### src/rtl/diode_sweep_ctrl.sv
// diode_sweep_ctrl: ramps a DAC code, writes it over SPI, settles, then listens for noise and latches a calibration code
// Ports: clk, reset_n (async active-low); start/abort control; noise_valid from the noise detector;
//        spi_done/spi_start/dac_code to the SPI DAC driver; store_en/cal_code to the calibration store;
//        busy and fail status. Defining SWEEP_DEBUG_EN adds debug_state, debug_windows and debug_hits.
module diode_sweep_ctrl #(
  parameter int DAC_W           = 8,
  parameter int STEP            = 1,
  parameter int V_MAX           = 2**DAC_W - 1,
  parameter int MARGIN          = 2,
  parameter int SETTLE_TICKS    = 19000,
  parameter int WINDOW_TICKS    = 5750,
  parameter int MIN_HITS        = 1,
  parameter int CONFIRM_WINDOWS = 3
) (
  input  logic             clk,
  input  logic             reset_n,
  input  logic             start,
  input  logic             abort,
  input  logic             noise_valid,
  input  logic             spi_done,
  output logic [DAC_W-1:0] dac_code,
  output logic             spi_start,
  output logic             store_en,
  output logic [DAC_W-1:0] cal_code,
  output logic             busy,
  output logic             fail
`ifdef SWEEP_DEBUG_EN
  ,
  output logic [2:0]                           debug_state,
  output logic [$clog2(CONFIRM_WINDOWS+1)-1:0] debug_windows,
  output logic [15:0]                          debug_hits
`endif
);
  localparam int TMAX = SETTLE_TICKS > WINDOW_TICKS ? SETTLE_TICKS : WINDOW_TICKS;
  localparam int TW   = $clog2(TMAX + 1);
  localparam int HW   = $clog2(MIN_HITS + 1);
  localparam int WW   = $clog2(CONFIRM_WINDOWS + 1);
  typedef enum logic [2:0] {S_IDLE, S_WRITE, S_WAIT_SPI, S_SETTLE, S_LISTEN, S_EVAL, S_DONE, S_FAIL} state_t;
  state_t           r_state, w_next;
  logic [DAC_W-1:0] r_dac, r_cal;
  logic             r_fail, r_nv_prev;
  logic [TW-1:0]    r_timer;
  logic [HW-1:0]    r_hits;
  logic [WW-1:0]    r_win;
  logic [DAC_W:0]   w_dac_inc;
  logic             w_idle, w_edge, w_noisy, w_confirm, w_top, w_settle_end, w_listen_end;
  assign w_idle       = r_state inside {S_IDLE, S_DONE, S_FAIL};
  assign w_edge       = (r_state == S_LISTEN) && noise_valid && !r_nv_prev;
  assign w_noisy      = r_hits >= HW'(MIN_HITS);
  assign w_confirm    = r_win + 1'b1 == WW'(CONFIRM_WINDOWS);
  // one extra bit so the top-of-range test cannot wrap
  assign w_dac_inc    = {1'b0, r_dac} + (DAC_W+1)'(STEP);
  assign w_top        = w_dac_inc > (DAC_W+1)'(V_MAX);
  assign w_settle_end = r_timer == TW'(SETTLE_TICKS - 1);
  assign w_listen_end = r_timer == TW'(WINDOW_TICKS - 1);
  assign dac_code     = r_dac;
  assign cal_code     = r_cal;
  assign fail         = r_fail;
  always_ff @(posedge clk or negedge reset_n)
    if (!reset_n) r_state <= S_IDLE;
    else          r_state <= w_next;
  always_comb begin
    w_next = r_state;
    case (r_state)
      S_IDLE, S_DONE, S_FAIL: w_next = start ? S_WRITE : r_state;
      S_WRITE:                w_next = S_WAIT_SPI;
      S_WAIT_SPI:             w_next = spi_done ? S_SETTLE : S_WAIT_SPI;
      S_SETTLE:               w_next = w_settle_end ? S_LISTEN : S_SETTLE;
      S_LISTEN:               w_next = w_listen_end ? S_EVAL : S_LISTEN;
      S_EVAL:                 w_next = w_noisy ? (w_confirm ? S_DONE : S_SETTLE) : (w_top ? S_FAIL : S_WRITE);
    endcase
    if (abort) w_next = S_IDLE;
    // abort suppresses any strobe that would otherwise leave on this cycle
    spi_start = (r_state == S_WRITE) && !abort;
    store_en  = (r_state == S_EVAL) && w_noisy && w_confirm && !abort;
    busy      = !w_idle;
  end
  always_ff @(posedge clk or negedge reset_n) begin
    if (!reset_n) begin
      r_dac     <= '0;
      r_cal     <= '0;
      r_fail    <= 1'b0;
      r_nv_prev <= 1'b0;
      r_timer   <= '0;
      r_hits    <= '0;
      r_win     <= '0;
    end else if (abort) begin
      r_dac     <= '0;
      r_fail    <= 1'b0;
      r_nv_prev <= 1'b0;
      r_timer   <= '0;
      r_hits    <= '0;
      r_win     <= '0;
    end else begin
      // edge history only lives inside a window, so each window starts from a clear sample
      r_nv_prev <= (r_state == S_LISTEN) && noise_valid;
      r_timer   <= ((r_state == S_SETTLE && !w_settle_end) || (r_state == S_LISTEN && !w_listen_end)) ? r_timer + 1'b1 : '0;
      r_hits    <= (r_state == S_SETTLE) ? '0 : (w_edge && !w_noisy) ? r_hits + 1'b1 : r_hits;
      if (w_idle && start) begin
        r_dac  <= '0;
        r_win  <= '0;
        r_fail <= 1'b0;
      end
      if (r_state == S_EVAL) begin
        if (w_noisy && w_confirm) r_cal <= (r_dac >= DAC_W'(MARGIN)) ? r_dac - DAC_W'(MARGIN) : '0;
        r_win <= (w_noisy && !w_confirm) ? r_win + 1'b1 : '0;
        if (!w_noisy && w_top) r_fail <= 1'b1;
        if (!w_noisy && !w_top) r_dac <= w_dac_inc[DAC_W-1:0];
      end
    end
  end
`ifdef SWEEP_DEBUG_EN
  logic        r_dbg_prev;
  logic [15:0] r_dbg_hits;
  assign debug_state   = r_state;
  assign debug_windows = r_win;
  assign debug_hits    = r_dbg_hits;
  always_ff @(posedge clk or negedge reset_n) begin
    if (!reset_n) begin
      r_dbg_prev <= 1'b0;
      r_dbg_hits <= '0;
    end else begin
      r_dbg_prev <= noise_valid;
      if (w_idle && start && !abort) r_dbg_hits <= '0;
      else if (busy && noise_valid && !r_dbg_prev && !(&r_dbg_hits)) r_dbg_hits <= r_dbg_hits + 1'b1;
    end
  end
`endif
endmodule

### config.mk
export PLATFORM = sky130hd
export DESIGN_NAME = diode_sweep_ctrl
export DESIGN_NICKNAME = d
export VERILOG_FILES = /design/src/rtl/diode_sweep_ctrl.sv
export SDC_FILE = /design/constraint.sdc
export NUM_CORES = 1
export LEC_CHECK = 0
export CORE_UTILIZATION = 25
export CTS_CLUSTER_SIZE = 14
export DETAILED_ROUTE_END_ITERATION = 8
export PLACE_DENSITY_LB_ADDON = 0.15
export RECOVER_POWER = 25
export SYNTH_ARGS = -nofsm -noshare
export SYNTH_HDL_FRONTEND = slang
export SYNTH_SLANG_ARGS = --single-unit
### constraint.sdc
create_clock -name clk -period 2.1 [get_ports clk]
set_input_delay 0.525 -clock clk [delete_from_list [all_inputs] [get_ports clk]]
set_output_delay 0.525 -clock clk [all_outputs]
set_load 0.01 [all_outputs]
==> flow_metrics.env <==
export IMPL_hold_class="input port to async pin"
export IMPL_clockBufferDepth=2
export IMPL_maxCapViolCount=0
export IMPL_dr_pass1_iters=6
export IMPL_final_hold_violation_count=0
export IMPL_yosys_warnings=0
export IMPL_worstSetupPathType="flop to flop"
export IMPL_crit_path_start_kind="flop"
export IMPL_synth_edff_count=0
export IMPL_grt_max_degree=22
export IMPL_place_congestion=0.7442
export IMPL_global_route_peak_usage_layer="met2"
export IMPL_r2r_slack_ps=10
export IMPL_final_nets=316
export IMPL_cts_sink_count=39
export IMPL_coreArea_sq_um=8848
export IMPL_synth_main_ff_cell="dfrtp_1"
export IMPL_htree_levels=2
export IMPL_synthDistinctLibCells=54
export IMPL_netlist_top_cells_area="dfrtp_1 42%, nor2_1 5.7%, xnor2_1 4.2%"
export IMPL_fin_crit_ps=2087
export IMPL_synth_fp_nets=255
export IMPL_drive_gt1_share_pct=25.66
export IMPL_antenna_cells=0
export IMPL_fin_crit_sh_pct=99.36
export IMPL_via_per_inst=4.701
export IMPL_io_pins=26
export IMPL_cpMostUsedCell="buf_4"
export IMPL_synth_top_cell_area_share_pct=42.28
export IMPL_setup_violations=0
export IMPL_start_util_pct=26.09
export IMPL_slowest_delay_ps=450
export IMPL_grt_pass1_vias=1894
export IMPL_area_growth_syn_to_layout_pct=34.25
export IMPL_die_w_um=98.09
export IMPL_fin_cells=412
export IMPL_maxSlewViolCount=0
export IMPL_gr_usage_met3_pct=2.362
export IMPL_dp_hpwl_mm=4.154
export IMPL_io_buffers=25
export IMPL_synth_area_sq_um=2308
export IMPL_wl_per_cell_um=14.15
export IMPL_drt_initial_drc_count=64
export IMPL_ys_seq_elements=39
export IMPL_drc=2
export IMPL_fill_cells=908
export IMPL_yosysMostFrequentCell="dfrtp_1"
export IMPL_path_cells="buf_6 -> ha_4 -> a22oi_2 -> o31ai_4 -> buf_4 -> a311oi_4 -> buf_4 -> o21ai_4 -> o221ai_2"
export IMPL_grt_remaining_overflow=0
export IMPL_syn_inst=242
export IMPL_crit_fanout=6
export IMPL_detail_route_antenna_nets=0
export IMPL_synth_commonest_cells="39 x dfrtp_1, 35 x nor2_1, 21 x nand2_1"
export IMPL_die_area_sq_um=9622
export IMPL_rows=34
export IMPL_outcome="complete, but fails checks"
export IMPL_p_leak_nw=1.296
export IMPL_setup_tns_ps=0
export IMPL_fmax_ghz=0.4792
export IMPL_worstSetupEndpointType="flop"
export IMPL_path_clk_slew_ps=90
export IMPL_clock_skew_ps=13.43
export IMPL_vias=1937
export IMPL_cp_required_ps=2300
export IMPL_slew_limit_headroom_pct=26.64
export IMPL_wl_mm=5.830
export IMPL_hold_buffers=0
export IMPL_die_h_um=98.09
export IMPL_cts_made_buffers=5
export IMPL_clk_latency_ps=300
export IMPL_async_flop_share_pct=100.0
export IMPL_fin_hold_ws_ps=403.6
export IMPL_avgSynthCellArea_sq_um=9.539
export IMPL_use_met2_pct=19.99
export IMPL_arrival_ps=2290
export IMPL_powerDensity_nw_per_um2=455.8
export IMPL_yosysTopAreaCell="dfrtp_1"
export IMPL_path_delay_family="compound AO/OA/AOI/OAI gates"
export IMPL_dp_cells=395
export IMPL_ys_seq_area_share_pct=42.28
export IMPL_violations="DRC"
export IMPL_rsz0062_at_grt="true"
export IMPL_track_usage_pct=12.40
export IMPL_cp_slowest_cell="dfrtp_2"
export IMPL_clockRootBuffer="clkbuf_8"
export IMPL_grt_antenna_before_repair=0
export IMPL_ir_drop_mv=0.2389
export IMPL_met1_usage_pct=16.38
export IMPL_grt_pass1_wl_mm=9.487
export IMPL_cts_tree="yes"
export IMPL_path_buf_inv=3
export IMPL_tightestPinTransition_ps=1100
registers in the layout (all words and copies together) (netlist names):
| register | cells |
|---|---|
| r_win | 2 |
| dac_code | 8 |
| r_state | 3 |
| r_timer | 15 |
| cal_code | 8 |
| fail | 1 |
| r_nv_prev | 1 |
| r_hits | 1 |
worst register-to-register path, cell delays in order (launching register included):
cell and delay (ps):
dfrtp_2 450, buf_6 150, ha_4 170, a22oi_2 220, o31ai_4 110, buf_4 150
a311oi_4 270, buf_4 170, o21ai_4 90, o221ai_2 210
stage by stage:
step	utilization, %	total power [mW]	area [sq um]	worst slack [ps]
4_1_cts	33.60	1.442	2973	6.425
3_5_place_dp	32.24	0.9126	2853	-433.7
3_3_place_gp	32.24	0.9136	2853	-405.6
5_1_grt	35.03	1.475	3099	-59.48
2_1_floorplan	-	0.8420	2308	75.82
6_report	35.03	1.413	3099	13.36
final timing paths:
check | start | cells past startpoint | end
hold reg to reg | cal_code[7]$_DFFE_PN0P_ | 2 | cal_code[7]$_DFFE_PN0P_
setup / recovery | dac_code[1]$_DFF_PN0_ | 9 | dac_code[4]$_DFF_PN0_
setup reg to reg | dac_code[1]$_DFF_PN0_ | 9 | dac_code[4]$_DFF_PN0_
max in group asynchronous | reset_n | 2 | dac_code[1]$_DFF_PN0_
hold / removal | reset_n | 1 | cal_code[4]$_DFFE_PN0P_
min in group clk | cal_code[7]$_DFFE_PN0P_ | 2 | cal_code[7]$_DFFE_PN0P_
placed cells by master (no fill, tap or decap), types with 3 or more instances in the layout:
cell / instances
xor2_1: 7
inv_1: 9
a21oi_1: 3
o21ai_1: 12
nand3_1: 15
nor3_1: 8
inv_2: 4
ha_1: 4
nor2_1: 33
nand4_1: 7
nand2_1: 21
dfrtp_1: 37
ha_4: 3
dlygate4sd2_1: 4
o211ai_1: 3
o221ai_2: 4
clkbuf_8: 5
buf_4: 35
a31oi_1: 3
clkdlybuf4s50_1: 20
xnor2_1: 11
a21o_1: 3
where the power goes:
| part | switching, mW | total (mW) | internal, mW |
|---|---|---|---|
| clock | 0.283 | 0.515 | 0.233 |
| sequential | 0.00394 | 0.761 | 0.757 |
| combinational | 0.0780 | 0.137 | 0.0589 |
kinds of logic (layout without fill, tap and decap cells):
| group | Yosys count | count (layout) | synth area share, % |
|---|---|---|---|
| buffers and inverters | 23 | 84 | 5.258 |
| AOI/OAI and AO/OA | 42 | 43 | 14.80 |
| and+or+nand+nor | 113 | 113 | 27.05 |
| adders and majority gates | 7 | 7 | 3.794 |
| xor gates and xnor gates | 18 | 18 | 6.829 |
| DFF | 39 | 39 | 42.28 |
timing repair:
item	4_1_cts	5_1_grt
buffers inserted	4	5
setup endpoints to repair	7	20
pin swaps	1	13
gates resized for setup	8	17
cloned	0	1
layout make-up:
| type | instances | area (sq um) | share of cell area [%] |
|---|---|---|---|
| clock buffers | 6 | 72.57 | 2.342 |
| well taps | 108 | 135.1 | 4.360 |
| multi-input cells | 181 | 1328 | 42.83 |
| flip-flops and latches | 39 | 978.4 | 31.57 |
| repair buffers | 62 | 518.0 | 16.71 |
| clock inverters | 2 | 12.51 | 0.4037 |
| inverters | 14 | 55.05 | 1.776 |
per-layer routing:
| metal | up-vias | routed length [um] |
|---|---|---|
| met5 | - | 0 |
| met4 | 0 | 125 |
| met3 | 11 | 112 |
| met2 | 25 | 2769 |
| met1 | 920 | 2823 |
| li1 | 981 | - |
Power figures use the tool's default switching activity.
==> patch 1, RTL diff (config.mk and constraints unchanged) <==
Set the parameter `WINDOW_TICKS` to 23000 (it was 5750).
--- a/src/rtl/diode_sweep_ctrl.sv
+++ b/src/rtl/diode_sweep_ctrl.sv
@@ -8,7 +8,7 @@
   parameter int V_MAX           = 2**DAC_W - 1,
   parameter int MARGIN          = 2,
   parameter int SETTLE_TICKS    = 19000,
-  parameter int WINDOW_TICKS    = 5750,
+  parameter int WINDOW_TICKS    = 23000,
   parameter int MIN_HITS        = 1,
   parameter int CONFIRM_WINDOWS = 3
 ) (
Check against the original RTL: same outputs for any inputs over 10 cycles, from zero or initial values and one cycle with reset_n low; that may be too few to reach the edited logic, so the function may still have changed.
==> patch 1 against the original RTL <==
Routed wire length shrank 6.4%. First-iteration DRC count grew 27%. Final cell count shrank 5.1%. Setup slack gained 0.079 ns. Hold slack gained 0.074 ns. Critical path depth shrank 5. Area after synthesis shrank 2.8%. Clock skew shrank 0.0067 ns. Sequential cell count is the same. Cell area shrank 7.1%.
Power is not compared: it rests on default switching activity, and its combinational part moved more than twofold at a synthesized area within 25%.
==> patch 1: results (changes against the original RTL) <==
dpl ws: -0.4301 ns (was -0.4337 ns)
Final Wtd Congestion: 0.8014 (was 0.7442)
largest net degree at the start of global routing: 40 (was 22)
commonest cells in the netlist: dfrtp_1 (39), nand2_1 (20), nor2_1 (20) (was dfrtp_1 (39), nor2_1 (35), nand2_1 (21))
number of global-route vias before repair: 1836 (was 1894)
vias per inst: 4.683 (was 4.701)
Pre-antenna DRT Iters: 4 (was 6)
slew margin rel.: 31.46% (was 26.64%)
Worst R2R End: r_state[1] (was dac_code[4])
CP Max Fanout: 7 (was 6)
Synth Instances: 238 (was 242)
Hold WS: 0.4773 ns (was 0.4036 ns)
synth unique cells: 47 (was 54)
reg-to-reg startpoint: dac_code[0] (was dac_code[1])
hpwl dp: 3.861 mm (was 4.154 mm)
GRT Total Usage: 12.49% (was 12.40%)
Starting DRT DRC Count: 81 (was 64)
Total Wirelength: 5.456 mm (was 5.830 mm)
final non-filler cell total: 391 (was 412)
nets: 294 (was 316)
Mapped Nets: 250 (was 255)
Worst EP arrival: 1.48 ns (was 2.29 ns)
class of the worst hold path: register to register (was primary input to async pin)
outcome: completed (was finished, violations left)
post-placement cell count: 381 (was 395)
Area contributors post-synth: dfrtp_1 (44%), xor2_1 (4.3%), o21ai_0 (4.0%) (was dfrtp_1 (42%), nor2_1 (5.7%), xnor2_1 (4.2%))
R2R depth: 6 (was 9)
reg-to-reg setup timing slack: 0.14 ns (was 0.01 ns)
## patch 1: cells by family after synthesis
family          count (synthesis)  synth area share [%]
simple gates                  109                 26.99
compound gates                 45                 14.28
flops                          39                 43.50
buf+inv                        20                 4.351
xor+xnor                       18                 7.027
fa+ha+maj                       6                 3.346
mux                             1                0.5019
## patch 1: worst max-delay path, stage by stage, from the launching register on
cell	delay, ns
dfrtp_2	0.45
buf_4	0.17
nor3_2	0.19
nor2_1	0.08
dlygate4sd2_1	0.29
## patch 1: routing by layer
metal	vias up	wire (um)	global-route usage, %
met5	-	0	0
li1	926	-	-
met1	871	2756	17.20
met2	32	2481	19.28
met3	2	170	2.890
met4	0	48	4.133
## patch 1: worst max-delay path by stage
| stage | endpoint | cells after the start | slack, ns | startpoint |
|---|---|---|---|---|
| finish | busy | 4 | 0.09 | r_state[2] |
| global placement | spi_start | 3 | -0.47 | abort |
| detailed placement | spi_start | 3 | -0.43 | abort |
| global route | store_en | 5 | 0.02 | r_state[0] |
| CTS | dac_code[6] | 7 | 0.01 | dac_code[0] |
| floorplan | dac_code[0] | 8 | 0.08 | dac_code[0] |
## patch 1: per-stage QoR
stage               area (um^2)  total power [mW]  utilization (%)
finish                     2879             1.850            33.01
CTS                        2869             1.879            32.90
floorplan                  2243            0.9629                -
global placement           2710             1.083            31.08
global route               2879             1.950            33.01
detailed placement         2710             1.081            31.08
## patch 1: power by group through the flow
stage	Combinational (mW)	Clock [mW]	Sequential (mW)
2_1_floorplan	0.168	0	0.795
4_1_cts	0.289	0.798	0.792
5_1_grt	0.320	0.834	0.796
3_5_place_dp	0.272	0	0.808
6_report	0.286	0.771	0.793
3_3_place_gp	0.275	0	0.809
## patch 1: layout make-up
type,instances,area (um^2)
Clock buffer,5,68.82
Tap cell,108,135.1
Inverter,11,41.29
Sequential cell,39,977.2
Timing Repair Buffer,46,395.4
Fill cell,898,5842
Multi-Input combinational cell,179,1194
Clock inverter,3,67.56
## patch 1: repair_timing
| item | in CTS | in global routing |
|---|---|---|
| hold endpoints to repair | 0 | 0 |
| setup buffers | 2 | 0 |
| setup endpoints to repair | 3 | 7 |
| gates resized for setup | 7 | 5 |
| pin swaps | 0 | 2 |
==> patch 2, RTL diff (same flow settings) <==
Without the edit above. Put one more register stage on the output `dac_code`, cleared by the reset. The value now appears one clock later. The other outputs are not delayed to match.
--- a/src/rtl/diode_sweep_ctrl.sv
+++ b/src/rtl/diode_sweep_ctrl.sv
@@ -53,7 +53,13 @@
   assign w_top        = w_dac_inc > (DAC_W+1)'(V_MAX);
   assign w_settle_end = r_timer == TW'(SETTLE_TICKS - 1);
   assign w_listen_end = r_timer == TW'(WINDOW_TICKS - 1);
-  assign dac_code     = r_dac;
+  always_ff @(posedge clk or negedge reset_n) begin
+    if (!reset_n) begin
+      dac_code <= '0;
+    end else begin
+      dac_code <= r_dac;
+    end
+  end
   assign cal_code     = r_cal;
   assign fail         = r_fail;
   always_ff @(posedge clk or negedge reset_n)
Function: no difference found for any inputs over 10 cycles, from zero or initial values and one cycle with reset_n low; that may be too few to reach the edited logic, so the function may still have changed.
==> patch 2 against the original RTL <==
The flow finishes with violations (negative setup slack). Clock skew down 0.0092 ns. Routed wire length up 11%. Critical path type is now register to output port. Setup slack got worse by 0.052 ns. Sequential cell count increased by 8. Hold slack improved by 0.00058 ns. Non-clock buffer count down 6. Critical path depth is 3 lower. Area after synthesis increased by 12%. Largest cell class unchanged. Final cell count up 7.8%. Cell area rose by 5.9%. Fmax down 2.4%.
Power is not compared: it rests on default switching activity, and its combinational part moved more than twofold at a synthesized area within 25%.
==> patch 2: results (changes against the original RTL) <==
Critical Path Sink: store_en (was dac_code[4])
met3 Track Usage GR: 2.517% (was 2.362%)
failing checks: negative setup slack (was design-rule violations)
reg-to-reg setup timing slack: 0.09 ns (was 0.01 ns)
worst setup margin: -0.03862 ns (was 0.01336 ns)
met2 GRT Util: 20.37% (was 19.99%)
share of layout cells above drive strength 1: 17.68% (was 25.66%)
Final Wtd Congestion: 0.7729 (was 0.7442)
WL/cell: 14.57 um (was 14.15 um)
synth unique cells: 56 (was 54)
CTS sink cnt: 47 (was 39)
met3 wire len: 205 um (was 112 um)
xor-xnor portion of the synthesized cell area: 5.424% (was 6.829%)
dpl ws: -0.5275 ns (was -0.4337 ns)
hpwl dp: 4.740 mm (was 4.154 mm)
comb_multi_in: 186 (was 181)
CP max stage cell: dfrtp_1 (was dfrtp_2)
WL met2: 2.998 mm (was 2.769 mm)
clock-cell share of area: 4.043% (was 2.745%)
Worst EP arrival: 1.61 ns (was 2.29 ns)
multi-input combinational area share: 39.63% (was 42.83%)
vias per inst: 4.806 (was 4.701)
cts repair resizes: 7 (was 8)
largest net degree at the start of global routing: 31 (was 22)
Starting DRT DRC Count: 101 (was 64)
Post-CTS Setup Bufs: 0 (was 4)
first-pass GRT wire length: 11.25 mm (was 9.487 mm)
sequential cell area share: 35.85% (was 31.57%)
Pre-antenna DRT Iters: 4 (was 6)
outcome: finished, violations left (unchanged)
R2R depth: 6 (was 9)
non-clock buffer count: 56 (was 62)
GRT Total Usage: 13.01% (was 12.40%)
nets: 323 (was 316)
reg-to-reg startpoint: r_dac[0] (was dac_code[1])
critical path launch point: r_win[0] (was dac_code[1])
non-clk buf share: 13.81% (was 16.71%)
M1 GR Usage: 18.26% (was 16.38%)
CP Max Fanout: 3 (was 6)
slew margin rel.: 26.53% (was 26.64%)
Worst path max stage delay: 0.40 ns (was 0.45 ns)
compound-gate portion of the synthesized area: 17.14% (was 14.80%)
Mapped Nets: 275 (was 255)
CP top delay family: simple AND/OR/NAND/NOR gates (was compound AO/OA/AOI/OAI gates)
Final setup viols: 1 (was 0)
## patch 2: changes by cell type in the layout (fill, tap and decap cells not counted), moves of 4 or more
cell,before,now
and2_1,0,4
buf_4,35,25
clkbuf_1,2,7
dfrtp_1,37,47
nand2_1,21,25
nand3_1,15,8
nor2_1,33,12
nor3_1,8,18
o21ai_0,2,6
## patch 2: power by group through the flow
stage	Sequential, mW	Combinational, mW	Clock (mW)
6_report	0.963	0.664	0.792
5_1_grt	0.969	0.737	0.853
4_1_cts	0.964	0.661	0.829
3_5_place_dp	0.982	0.673	0
3_3_place_gp	0.981	0.679	0
2_1_floorplan	0.976	0.400	0
## patch 2: per-stage QoR
stage | area [um^2] | power, mW | instances
after global routing | 3281 | 2.559 | 444
after detailed placement | 3159 | 1.655 | 436
final | 3281 | 2.420 | 444
after CTS | 3294 | 2.454 | 444
after global placement | 3159 | 1.660 | 436
after floorplan | 2584 | 1.376 | 262
